File: src/rtl/fetch_stage_pkg.sv
// fetch_stage_pkg: fetch FSM states, address-select codes and reset defaults shared with F/D buffer and hazard unit
package fetch_stage_pkg;
   localparam int          DBITS_DEF    = 32;
   localparam logic [31:0] START_PC_DEF = 32'h0000_0040;
   localparam logic [31:0] NOP_WORD_DEF = 32'h2300_0000;
   typedef enum logic [1:0] {IDLE, FETCH, HOLD, DRAIN} fetch_state_e;
   typedef enum logic [1:0] {ADDR_KEEP, ADDR_INC, ADDR_TGT, ADDR_PEND} addr_sel_e;
endpackage

File: src/rtl/fetch_stage_if.sv
// fetch_stage_if: instruction-memory req/ack read bus
interface fetch_stage_if #(parameter int DBITS = 32);
   logic             imem_req;
   logic [DBITS-1:0] imem_addr;
   logic             imem_ack;
   logic [DBITS-1:0] imem_rdata;
   modport master (output imem_req, imem_addr, input imem_ack, imem_rdata);
   modport slave  (input imem_req, imem_addr, output imem_ack, imem_rdata);
endinterface

File: src/rtl/fetch_ctrl.sv
// fetch_ctrl: fetch FSM producing the memory request and datapath load/select strobes
module fetch_ctrl
   import fetch_stage_pkg::*;
(
   input  logic      clk,
   input  logic      reset,
   input  logic      stall_F,
   input  logic      redirect_en,
   input  logic      imem_ack,
   output logic      imem_req,
   output addr_sel_e addr_sel,
   output logic      ld_pend,
   output logic      ld_hold,
   output logic      valid,
   output logic      sel_hold
);
   fetch_state_e state, state_nx;
   logic         ack;

   // state register; reset abandons any in-flight read
   always_ff @(posedge clk or negedge reset)
      if (!reset) state <= IDLE;
      else        state <= state_nx;

   // next state and strobes; a redirect outranks everything and always kills the presented word
   always_comb begin
      state_nx = state;
      addr_sel = ADDR_KEEP;
      ld_pend  = 1'b0;
      ld_hold  = 1'b0;
      valid    = 1'b0;
      sel_hold = 1'b0;
      imem_req = (state == FETCH) || (state == DRAIN);
      ack      = imem_ack && imem_req;
      if (redirect_en) begin
         if (state == FETCH && !ack) begin
            state_nx = DRAIN;
            ld_pend  = 1'b1;
         end else if (state == DRAIN && !ack) ld_pend = 1'b1;
         else begin
            state_nx = FETCH;
            addr_sel = ADDR_TGT;
         end
      end else
         case (state)
            IDLE:  state_nx = FETCH;
            FETCH: if (ack) begin
               valid = 1'b1;
               if (stall_F) begin
                  ld_hold  = 1'b1;
                  state_nx = HOLD;
               end else addr_sel = ADDR_INC;
            end
            HOLD: begin
               valid    = 1'b1;
               sel_hold = 1'b1;
               if (!stall_F) begin
                  addr_sel = ADDR_INC;
                  state_nx = FETCH;
               end
            end
            DRAIN: if (ack) begin
               addr_sel = ADDR_PEND;
               state_nx = FETCH;
            end
            default: ;
         endcase
   end
endmodule

File: src/rtl/fetch_stage.sv
// fetch_stage: PC register, imem request datapath and F/D output muxing
module fetch_stage
   import fetch_stage_pkg::*;
#(
   parameter int               DBITS    = DBITS_DEF,
   parameter logic [DBITS-1:0] START_PC = DBITS'(START_PC_DEF),
   parameter logic [DBITS-1:0] NOP_WORD = DBITS'(NOP_WORD_DEF)
) (
   input  logic             clk,
   input  logic             reset,
   input  logic             stall_F,
   input  logic             redirect_en,
   input  logic [DBITS-1:0] redirect_pc,
   fetch_stage_if.master    imem,
   output logic [DBITS-1:0] incPC_F,
   output logic [DBITS-1:0] instWord_F,
   output logic             noop_F
);
   logic [DBITS-1:0] req_addr, pend_pc, hold_word, tgt, inc_pc, addr_nx;
   addr_sel_e        addr_sel;
   logic             ld_pend, ld_hold, valid, sel_hold;

   fetch_ctrl u_ctrl (
      .clk, .reset, .stall_F, .redirect_en,
      .imem_ack (imem.imem_ack),
      .imem_req (imem.imem_req),
      .addr_sel, .ld_pend, .ld_hold, .valid, .sel_hold
   );

   assign tgt     = redirect_pc & ~DBITS'(3);
   assign inc_pc  = req_addr + DBITS'(4);
   assign addr_nx = addr_sel == ADDR_INC  ? inc_pc  :
                    addr_sel == ADDR_TGT  ? tgt     :
                    addr_sel == ADDR_PEND ? pend_pc : req_addr;

   // request address, post-drain target and stalled instruction word
   always_ff @(posedge clk or negedge reset)
      if (!reset) begin
         req_addr  <= START_PC;
         pend_pc   <= START_PC;
         hold_word <= NOP_WORD;
      end else begin
         req_addr  <= addr_nx;
         pend_pc   <= ld_pend ? tgt : pend_pc;
         hold_word <= ld_hold ? imem.imem_rdata : hold_word;
      end

   assign imem.imem_addr = req_addr;
   assign incPC_F        = inc_pc;
   assign noop_F         = !valid;
   assign instWord_F     = !valid ? NOP_WORD : sel_hold ? hold_word : imem.imem_rdata;
endmodule

File: src/flat_wrapper.sv
// flat-port wrapper written by rule: the top's interface ports become plain ports
module fetch_stage_flat import fetch_stage_pkg::*;
#(
   parameter int               DBITS    = DBITS_DEF,
   parameter logic [DBITS-1:0] START_PC = DBITS'(START_PC_DEF),
   parameter logic [DBITS-1:0] NOP_WORD = DBITS'(NOP_WORD_DEF)
)
  (clk, reset, stall_F, redirect_en, redirect_pc, incPC_F, instWord_F, noop_F, imem_imem_req, imem_imem_addr, imem_imem_ack, imem_imem_rdata);
  fetch_stage_if #(.DBITS(DBITS)) imem_i ();
  input  logic clk;
  input  logic reset;
  input  logic stall_F;
  input  logic redirect_en;
  input  logic [DBITS-1:0] redirect_pc;
  output logic [DBITS-1:0] incPC_F;
  output logic [DBITS-1:0] instWord_F;
  output logic noop_F;
  output wire logic [$bits(imem_i.imem_req)-1:0] imem_imem_req;
  output wire logic [$bits(imem_i.imem_addr)-1:0] imem_imem_addr;
  input wire logic [$bits(imem_i.imem_ack)-1:0] imem_imem_ack;
  input wire logic [$bits(imem_i.imem_rdata)-1:0] imem_imem_rdata;
  assign imem_imem_req = imem_i.imem_req;
  assign imem_imem_addr = imem_i.imem_addr;
  assign imem_i.imem_ack = imem_imem_ack;
  assign imem_i.imem_rdata = imem_imem_rdata;
  fetch_stage #(.DBITS(DBITS), .START_PC(START_PC), .NOP_WORD(NOP_WORD)) u_core (.clk(clk), .reset(reset), .stall_F(stall_F), .redirect_en(redirect_en), .redirect_pc(redirect_pc), .imem(imem_i), .incPC_F(incPC_F), .instWord_F(instWord_F), .noop_F(noop_F));
endmodule
File: config.mk
export PLATFORM = sky130hd
export DESIGN_NAME = fetch_stage_flat
export DESIGN_NICKNAME = d
export VERILOG_FILES = /design/src/rtl/fetch_stage_pkg.sv /design/src/rtl/fetch_stage_if.sv /design/src/rtl/fetch_ctrl.sv /design/src/rtl/fetch_stage.sv /design/src/flat_wrapper.sv
export SDC_FILE = /design/constraint.sdc
export NUM_CORES = 1
export LEC_CHECK = 0
export CAP_MARGIN = 20
export CORE_MARGIN = 2
export CORE_UTILIZATION = 30
export DETAILED_ROUTE_END_ITERATION = 10
export REMOVE_ABC_BUFFERS = 1
export SYNTH_ARGS = -nofsm -noshare
export SYNTH_HDL_FRONTEND = slang
export SYNTH_SLANG_ARGS = --single-unit
File: constraint.sdc
create_clock -name clk -period 2.1 [get_ports clk]
set_input_delay 0.42 -clock clk [delete_from_list [all_inputs] [get_ports clk]]
set_output_delay 0.42 -clock clk [all_outputs]
set_load 0.01 [all_outputs]
Word-level counts from Yosys, hierarchy flattened
Cells that the tools add are included.
{ "totals": {"regBits": 96, "inputBits": 69, "out_inout_bits": 98, "word_cells": 57} }
{ "classes": {"add_sub_neg": 1, "n_eq_ne": 11, "n_mux": 32, "reduce_logical": 9} }
{ "ops": {"columns": ["cell", "n"], "rows": [
  ["32-bit two-way mux", 5],
  ["32-bit by 3-bit adder with 32-bit output, second input constant", 1],
  ["2-bit two-way mux", 11],
  ["3-bit inequality test, second input constant", 5],
  ["1-bit two-way mux", 13],
  ["2-bit == test, second input constant", 4],
  ["2-bit one-hot mux with 4 select lines", 1],
  ["2-bit one-hot mux with 3 select lines", 1],
  ["5-bit AND reduction", 1],
  ["2-bit by 1-bit == test with 1-bit output, second input constant", 2],
  ["1-bit logical AND", 3],
  ["3-bit nonzero test", 1],
  ["1-bit zero test", 2],
  ["2-bit zero test", 1],
  ["1-bit one-hot mux with 2 select lines", 1],
  ["1-bit logical OR", 1]
]} }

Depth between registers and ports, before layout
Gate-level depths: netlist of the first run.
{ "depth": {"ltp_word": 12, "ltp_mapped": 8, "ltp_nobuf": 7} }

Hierarchy
From an unflattened synthesis of the first run, not the netlist that was laid out.
{ "hier_totals": {"hier_cells": 548, "area_unflattened_um2": 5676.7} }
{ "by_module_without_submodules": {"columns": ["mod", "n_inst", "cells_each", "area_per_inst_um2"], "rows": [
  ["fetch_stage", 1, 516, 5407.7],
  ["fetch_ctrl", 1, 32, 269.0]
]} }

Worst setup path before layout of the first run
No wires, ideal clock.
{ "synth_timing": {"kind": "flip-flop to output port", "from": "register u_core.req_addr[2], in the netlist u_core.imem.imem_addr[2]", "to": "output incPC_F[14]", "arrival_ns": 1.763, "t_required_ns": 1.680, "path_slack_ns": -0.083, "stages_incl_launch_ff": 7, "n_path_buf": 1, "cell_sequence": "dfrtp_1 > ha_1 > nand3_2 > or2_1 > clkbuf_1 > nor3_1 > xor2_1"} }
{ "synth_between": {"elab_chain_len": 1} }
{ "synth_rtl": {"columns": ["element", "line_no", "text"], "rows": [
  ["start: declaration", "fetch_stage.sv:19", "logic [DBITS-1:0] req_addr, pend_pc, hold_word, tgt, inc_pc, addr_nx;"],
  ["start signal: assignment", "fetch_stage.sv:43", "req_addr <= addr_nx;"],
  ["32-bit by 3-bit adder with 32-bit output", "fetch_stage.sv:31", "assign inc_pc = req_addr + DBITS'(4);"],
  ["end: declaration", "flat_wrapper.sv:15", "output logic [DBITS-1:0] incPC_F;"]
]} }
Every way passes these cells.

Final worst setup path of the first run
{ "layout_timing": {"from": "register u_core.req_addr[8], in the netlist u_core.imem.imem_addr[8]", "to": "output incPC_F[28]"} }
Same word-level chain as after synthesis.

==> results_dict.tcl, run 1 <==
set metrics [dict create \
    path_max_fanout 4 \
    failed_checks "negative setup slack" \
    postSynthCellCount 567 \
    drv_slew 0 \
    worstPathArrival_ns 1.99 \
    cts_sinks 94 \
    fillers 1552 \
    timing.setup.tns_ns -10.22 \
    drc_errors 0 \
    hold_path.class "primary input to async pin" \
    design_area_um2 9330 \
    rsz0062_at_grt "yes" \
    start_util 0.306 \
    grt_antenna_before_repair 0 \
    endpoint_kind "primary output" \
    avgSynthCellArea_um2 9.65 \
    cts_tree "built" \
    first_global_vias 5770 \
    mappedNetlistArea_um2 5470 \
    power.leakage_nw 4.09 \
    drt_iter0_drc 332 \
    core-area_um2 17900 \
    async_flop_share 1.00 \
    setup_viol 58 \
    hpwl_mm 13.2 \
    crit_type "flip-flop to primary output" \
    finalNonFillerCells 1101 \
    hold_buffers 0 \
    fmax_ghz 0.414 \
    io_pins 167 \
    power.density_nw_per_um2 1260 \
    grt_usage 0.196 \
    htree_levels 3 \
    ys_seq_elements 94 \
    yosysSeqAreaShare 0.431 \
    ir_worst_vdd_uv 594 \
    synth_edf_count 0 \
    ys.flop_type "dfrtp_1" \
    grt_max_degree 39 \
    grt_overflow 0 \
    fin_crit_sh 1.15 \
    placed_area_um2 8080 \
    start_kind "flip-flop" \
    via_count 5683 \
    root_buffer "clkbuf_16" \
    drive_above_1_share 0.482 \
    clockBufferDepth 2 \
    clk_pin_slew_ns 0.06 \
    die_h_um 139 \
    critPathRequiredTime_ns 1.68 \
    wl_mm 19.9 \
    antenna_left 0 \
    die_w_um 139 \
    wl_per_cell_um 18.1 \
    insertion_delay_ns 0.35 \
    grt_pass1_wl_mm 30.5 \
    dp_cells 1030 \
    max-cap-violations 0 \
    synth_warnings 0 \
    num_rows 49 \
    cts_buffers 9 \
    gp_congestion 0.862 \
    fin_crit_ns 2.41 \
    drt_pass1_iterations 5 \
    finalHoldViolations 0 \
    portBuffers 160 \
    fin_nets 941 \
    vias_per_cell 5.16 \
    diodes 0 \
    ys_types 57 \
    setup_ws_ns -0.315 \
    areaGrowthSynthToFinish_pct 70.5 \
    skew_ns 0.0128 \
    fp.dieArea_um2 19300 \
    status "complete, but fails checks" \
]
worst max-delay path: stages, from the launching register on:
cell     delay [ns]
dfrtp_1        0.40
nand4_4        0.14
buf_4          0.18
nor4_4         0.27
buf_6          0.16
buf_6          0.13
nand2_4        0.06
xnor2_2        0.15
buf_2          0.15
synth_stat cells (all sizes together) (10+ instances only):
master,number,area (um2)
nand2,90,338
dfrtp,89,2230
mux2,62,698
a21oi,47,239
xnor2,26,235
nor2,24,92.6
o21ai,23,119
buf,22,144
clkbuf,22,82.6
nand3,21,110
nand4,15,130
xor2,15,131
nor3,11,65.1
a22oi,10,75.1
o311ai,10,87.6
placed cells by master, fill, tap and decap left out, types with 7 or more instances in the layout:
cell and instances:
nand4_1 12, o311ai_1 8, a21oi_1 16, buf_6 41
a22oi_1 10, nand3_1 9, buf_2 56, mux2_2 62
o21ai_1 8, buf_12 7, xnor2_2 10, dfrtp_1 88
a21oi_2 30, clkdlybuf4s50_1 95, buf_4 121, nand2_1 82
or3_1 8, clkbuf_16 10, nand3_2 7, o21ai_0 13
xor2_1 12, nor2_1 14, xnor2_1 16
cell type report:
type | count | area [um2] | share of cell area
Multi-Input combinational cell | 426 | 3440 | 0.369
Timing Repair Buffer | 330 | 2910 | 0.312
Sequential cell | 94 | 2360 | 0.253
Tap cell | 229 | 287 | 0.0307
Clock buffer | 13 | 250 | 0.0268
Clock inverter | 3 | 43.8 | 0.00469
Inverter | 6 | 30.0 | 0.00322
metrics by stage:
stage                     hold WS (ns)  setup slack, ns  power (mW)   util
after CTS                       0.0311           -0.369        11.4  0.497
after global placement           0.399           -0.435        9.11  0.451
after detailed placement         0.407           -0.486        9.27  0.451
after global routing            0.0503           -0.404        12.5  0.521
final                           0.0316           -0.315        11.8  0.521
after floorplan                  0.124           -0.542        5.93      -
worst paths after layout:
| check | to | cells past startpoint | from | slack (ns) |
|---|---|---|---|---|
| setup / recovery | incPC_F[28] | 8 | u_core.imem.imem_addr[8] | -0.31 |
| hold / removal | u_core.hold_word[2] | 1 | reset | 0.03 |
| setup reg to reg | u_core.imem.imem_addr[18] | 10 | u_core.imem.imem_addr[8] | -0.11 |
| hold reg to reg | u_core.pend_pc[3] | 1 | u_core.pend_pc[3] | 0.50 |
| max in group asynchronous | u_core.hold_word[14] | 2 | reset | 1.41 |
| min in group clk | u_core.pend_pc[3] | 1 | u_core.pend_pc[3] | 0.50 |
sequential cells by signal (all words and copies together), names as in the netlist:
register	count
u_core.pend_pc	30
u_core.u_ctrl.state	2
u_core.hold_word	32
u_core.imem.imem_addr	30
routing by layer:
metal  track usage  vias up  routed length (um)
met2         0.332      229               10000
met3        0.0407       31                1230
met4        0.0665        0                 358
met1         0.250     2820                8340
li1              -     2603                   -
met5             0        -                   0
report_power, final:
part	switching (mW)	total [mW]	internal, mW
Sequential	0.681	3.44	2.76
Clock	0.706	1.66	0.958
Combinational	3.10	6.68	3.58
Total	4.48	11.8	7.30
cells by family after synthesis:
group / count (synthesis) / share of synthesized area
compound gates: 111 / 0.125
xor+xnor: 41 / 0.0670
fa+ha+maj: 5 / 0.0114
buf+inv: 50 / 0.0455
flops: 94 / 0.431
mux: 64 / 0.131
other cells: 1 / 0.000686
simple gates: 201 / 0.188
repair_timing:
action / in CTS / in global routing
buffers inserted: 31 / 22
pin swaps: 26 / 27
gates cloned: 3 / 2
setup endpoints to repair: 68 / 86
resized for setup: 344 / 78
Note: power is estimated with default switching activity, not from simulation.
==> run 2, diff against run 1 <==
clock period = 2.4 ns   (was 2.1 ns; I/O delays follow)
==> results_dict.tcl, run 2 (same netlist as run 1, synthesis figures left out) <==
set metrics [dict create \
    cts_buffers 9 \
    largest_register "u_core.hold_word" \
    die_h_um 139 \
    final_cell_mix "buf_4, clkdlybuf4s50_1, dfrtp_1" \
    fin_nets 911 \
    worstPathArrival_ns 2.03 \
    clockBufferDepth 2 \
    worst-r2r-cell-count 10 \
    grt_overflow 0 \
    pre_cts_ws_ns -0.324 \
    gp_congestion 0.835 \
    grt_usage 0.186 \
    setup_viol 7 \
    antenna_left 0 \
    grt_max_degree 62 \
    ir_worst_vdd_uv 478 \
    drt_pass1_iterations 4 \
    wl_per_cell_um 17.4 \
    htree_levels 3 \
    hpwl_mm 12.8 \
    core-area_um2 17900 \
    grt_antenna_before_repair 0 \
    fin_crit_ns 2.51 \
    insertion_delay_ns 0.35 \
    finalHoldViolations 0 \
    wl_mm 18.6 \
    critPathRequiredTime_ns 1.92 \
    die_w_um 139 \
    setup_ws_ns -0.107 \
    fin_crit_sh 1.04 \
    fmax_ghz 0.399 \
    crit_type "flip-flop to primary output" \
    root_buffer "clkbuf_16" \
    skew_ns 0.0137 \
    r2r_end "u_core.imem.imem_addr[29]" \
    drt_iter0_drc 284 \
    drv_slew 0 \
    largest_reg_flops 32 \
    via_count 5453 \
    rr_startpoint "u_core.u_ctrl.state[0]" \
    endpoint_kind "primary output" \
    power.density_nw_per_um2 1110 \
    areaGrowthSynthToFinish_pct 62.0 \
    r2r_slack_ns 0.32 \
    drive_above_1_share 0.441 \
    portBuffers 160 \
    clk_pin_slew_ns 0.07 \
    grt_pass1_wl_mm 29.1 \
    status "complete, but fails checks" \
    first_global_vias 5511 \
    start_util 0.306 \
    drc_errors 0 \
    cts_tree "built" \
    diodes 0 \
    io_pins 167 \
    vias_per_cell 5.09 \
    dp_cells 1009 \
    power.leakage_nw 3.88 \
    max-cap-violations 0 \
    cts_sinks 94 \
    failed_checks "negative setup slack" \
    hold_path.class "primary input to async pin" \
    start_kind "flip-flop" \
    path_max_fanout 6 \
    finalNonFillerCells 1071 \
    mostFrequentLayoutCell "buf_4" \
    fp.dieArea_um2 19300 \
    num_rows 49 \
    rsz0062_at_grt "yes" \
]
## run 2: changes by cell type in the layout (fill, tap and decap cells not counted), moves of 5 or more
cell,before,now
buf_2,56,51
buf_4,121,115
buf_6,41,11
clkbuf_2,1,7
nand2_1,82,77
nand3_1,9,15
nand3_2,7,2
## run 2: area by class of cell
| cell class | instances | area [um2] |
|---|---|---|
| fillers | 1666 | 9040 |
| multi-input cells | 426 | 3330 |
| repair buffers | 300 | 2590 |
| flip-flops and latches | 94 | 2360 |
| well taps | 229 | 287 |
| clock buffers | 12 | 236 |
| inverters | 6 | 30.0 |
| clock inverters | 4 | 27.5 |
## run 2: metal layers
layer / vias up / global-route usage / wire [um]
met3: 20 / 0.0418 / 1120
met4: 0 / 0.0542 / 251
met1: 2708 / 0.243 / 8110
met2: 178 / 0.310 / 9150
met5: - / 0 / 0
li1: 2547 / - / -
## run 2: critical path: stages, from the launching register on
cell and delay (ns):
dfrtp_1 0.42, nand4_4 0.11, buf_6 0.14, nor4_4 0.31
buf_6 0.18, nand4_1 0.15, xnor2_2 0.20, buf_2 0.16
## run 2: stage by stage
step	power, mW	cell area, um2	util	setup TNS, ns	hold WS (ns)
final	9.80	8860	0.495	-0.468	0.0838
after global routing	10.4	8860	0.495	-2.17	0.106
after CTS	9.55	8500	0.475	-0.747	0.0905
after detailed placement	8.01	7950	0.444	-11.35	0.462
after global placement	7.86	7950	0.444	-10.99	0.459
after floorplan	5.19	5260	-	-6.16	0.184
## run 2: report_power, final
| group | internal, mW | switching [mW] | total (mW) |
|---|---|---|---|
| Combinational | 2.89 | 2.54 | 5.43 |
| Clock | 0.703 | 0.631 | 1.33 |
| Sequential | 2.41 | 0.624 | 3.04 |
| Total | 6.01 | 3.79 | 9.80 |
## run 2: how the worst max path moves through the flow
stage,startpoint,end,slack (ns),cells past startpoint
final,u_core.imem.imem_addr[15],incPC_F[25],-0.11,7
after global routing,u_core.imem.imem_addr[8],incPC_F[27],-0.18,7
after CTS,u_core.imem.imem_addr[6],incPC_F[31],-0.18,6
after detailed placement,imem_imem_ack,instWord_F[17],-0.32,8
after global placement,imem_imem_ack,instWord_F[8],-0.29,8
after floorplan,u_core.u_ctrl.state[1],u_core.imem.imem_addr[4],-0.24,7
## run 2: repair_timing
item | 4_1_cts | 5_1_grt
hold buffers | 0 | 0
cloned | 3 | 3
pin swaps | 24 | 35
setup buffers | 29 | 12
gates resized for setup | 268 | 83
endpoints found under the setup margin | 62 | 57
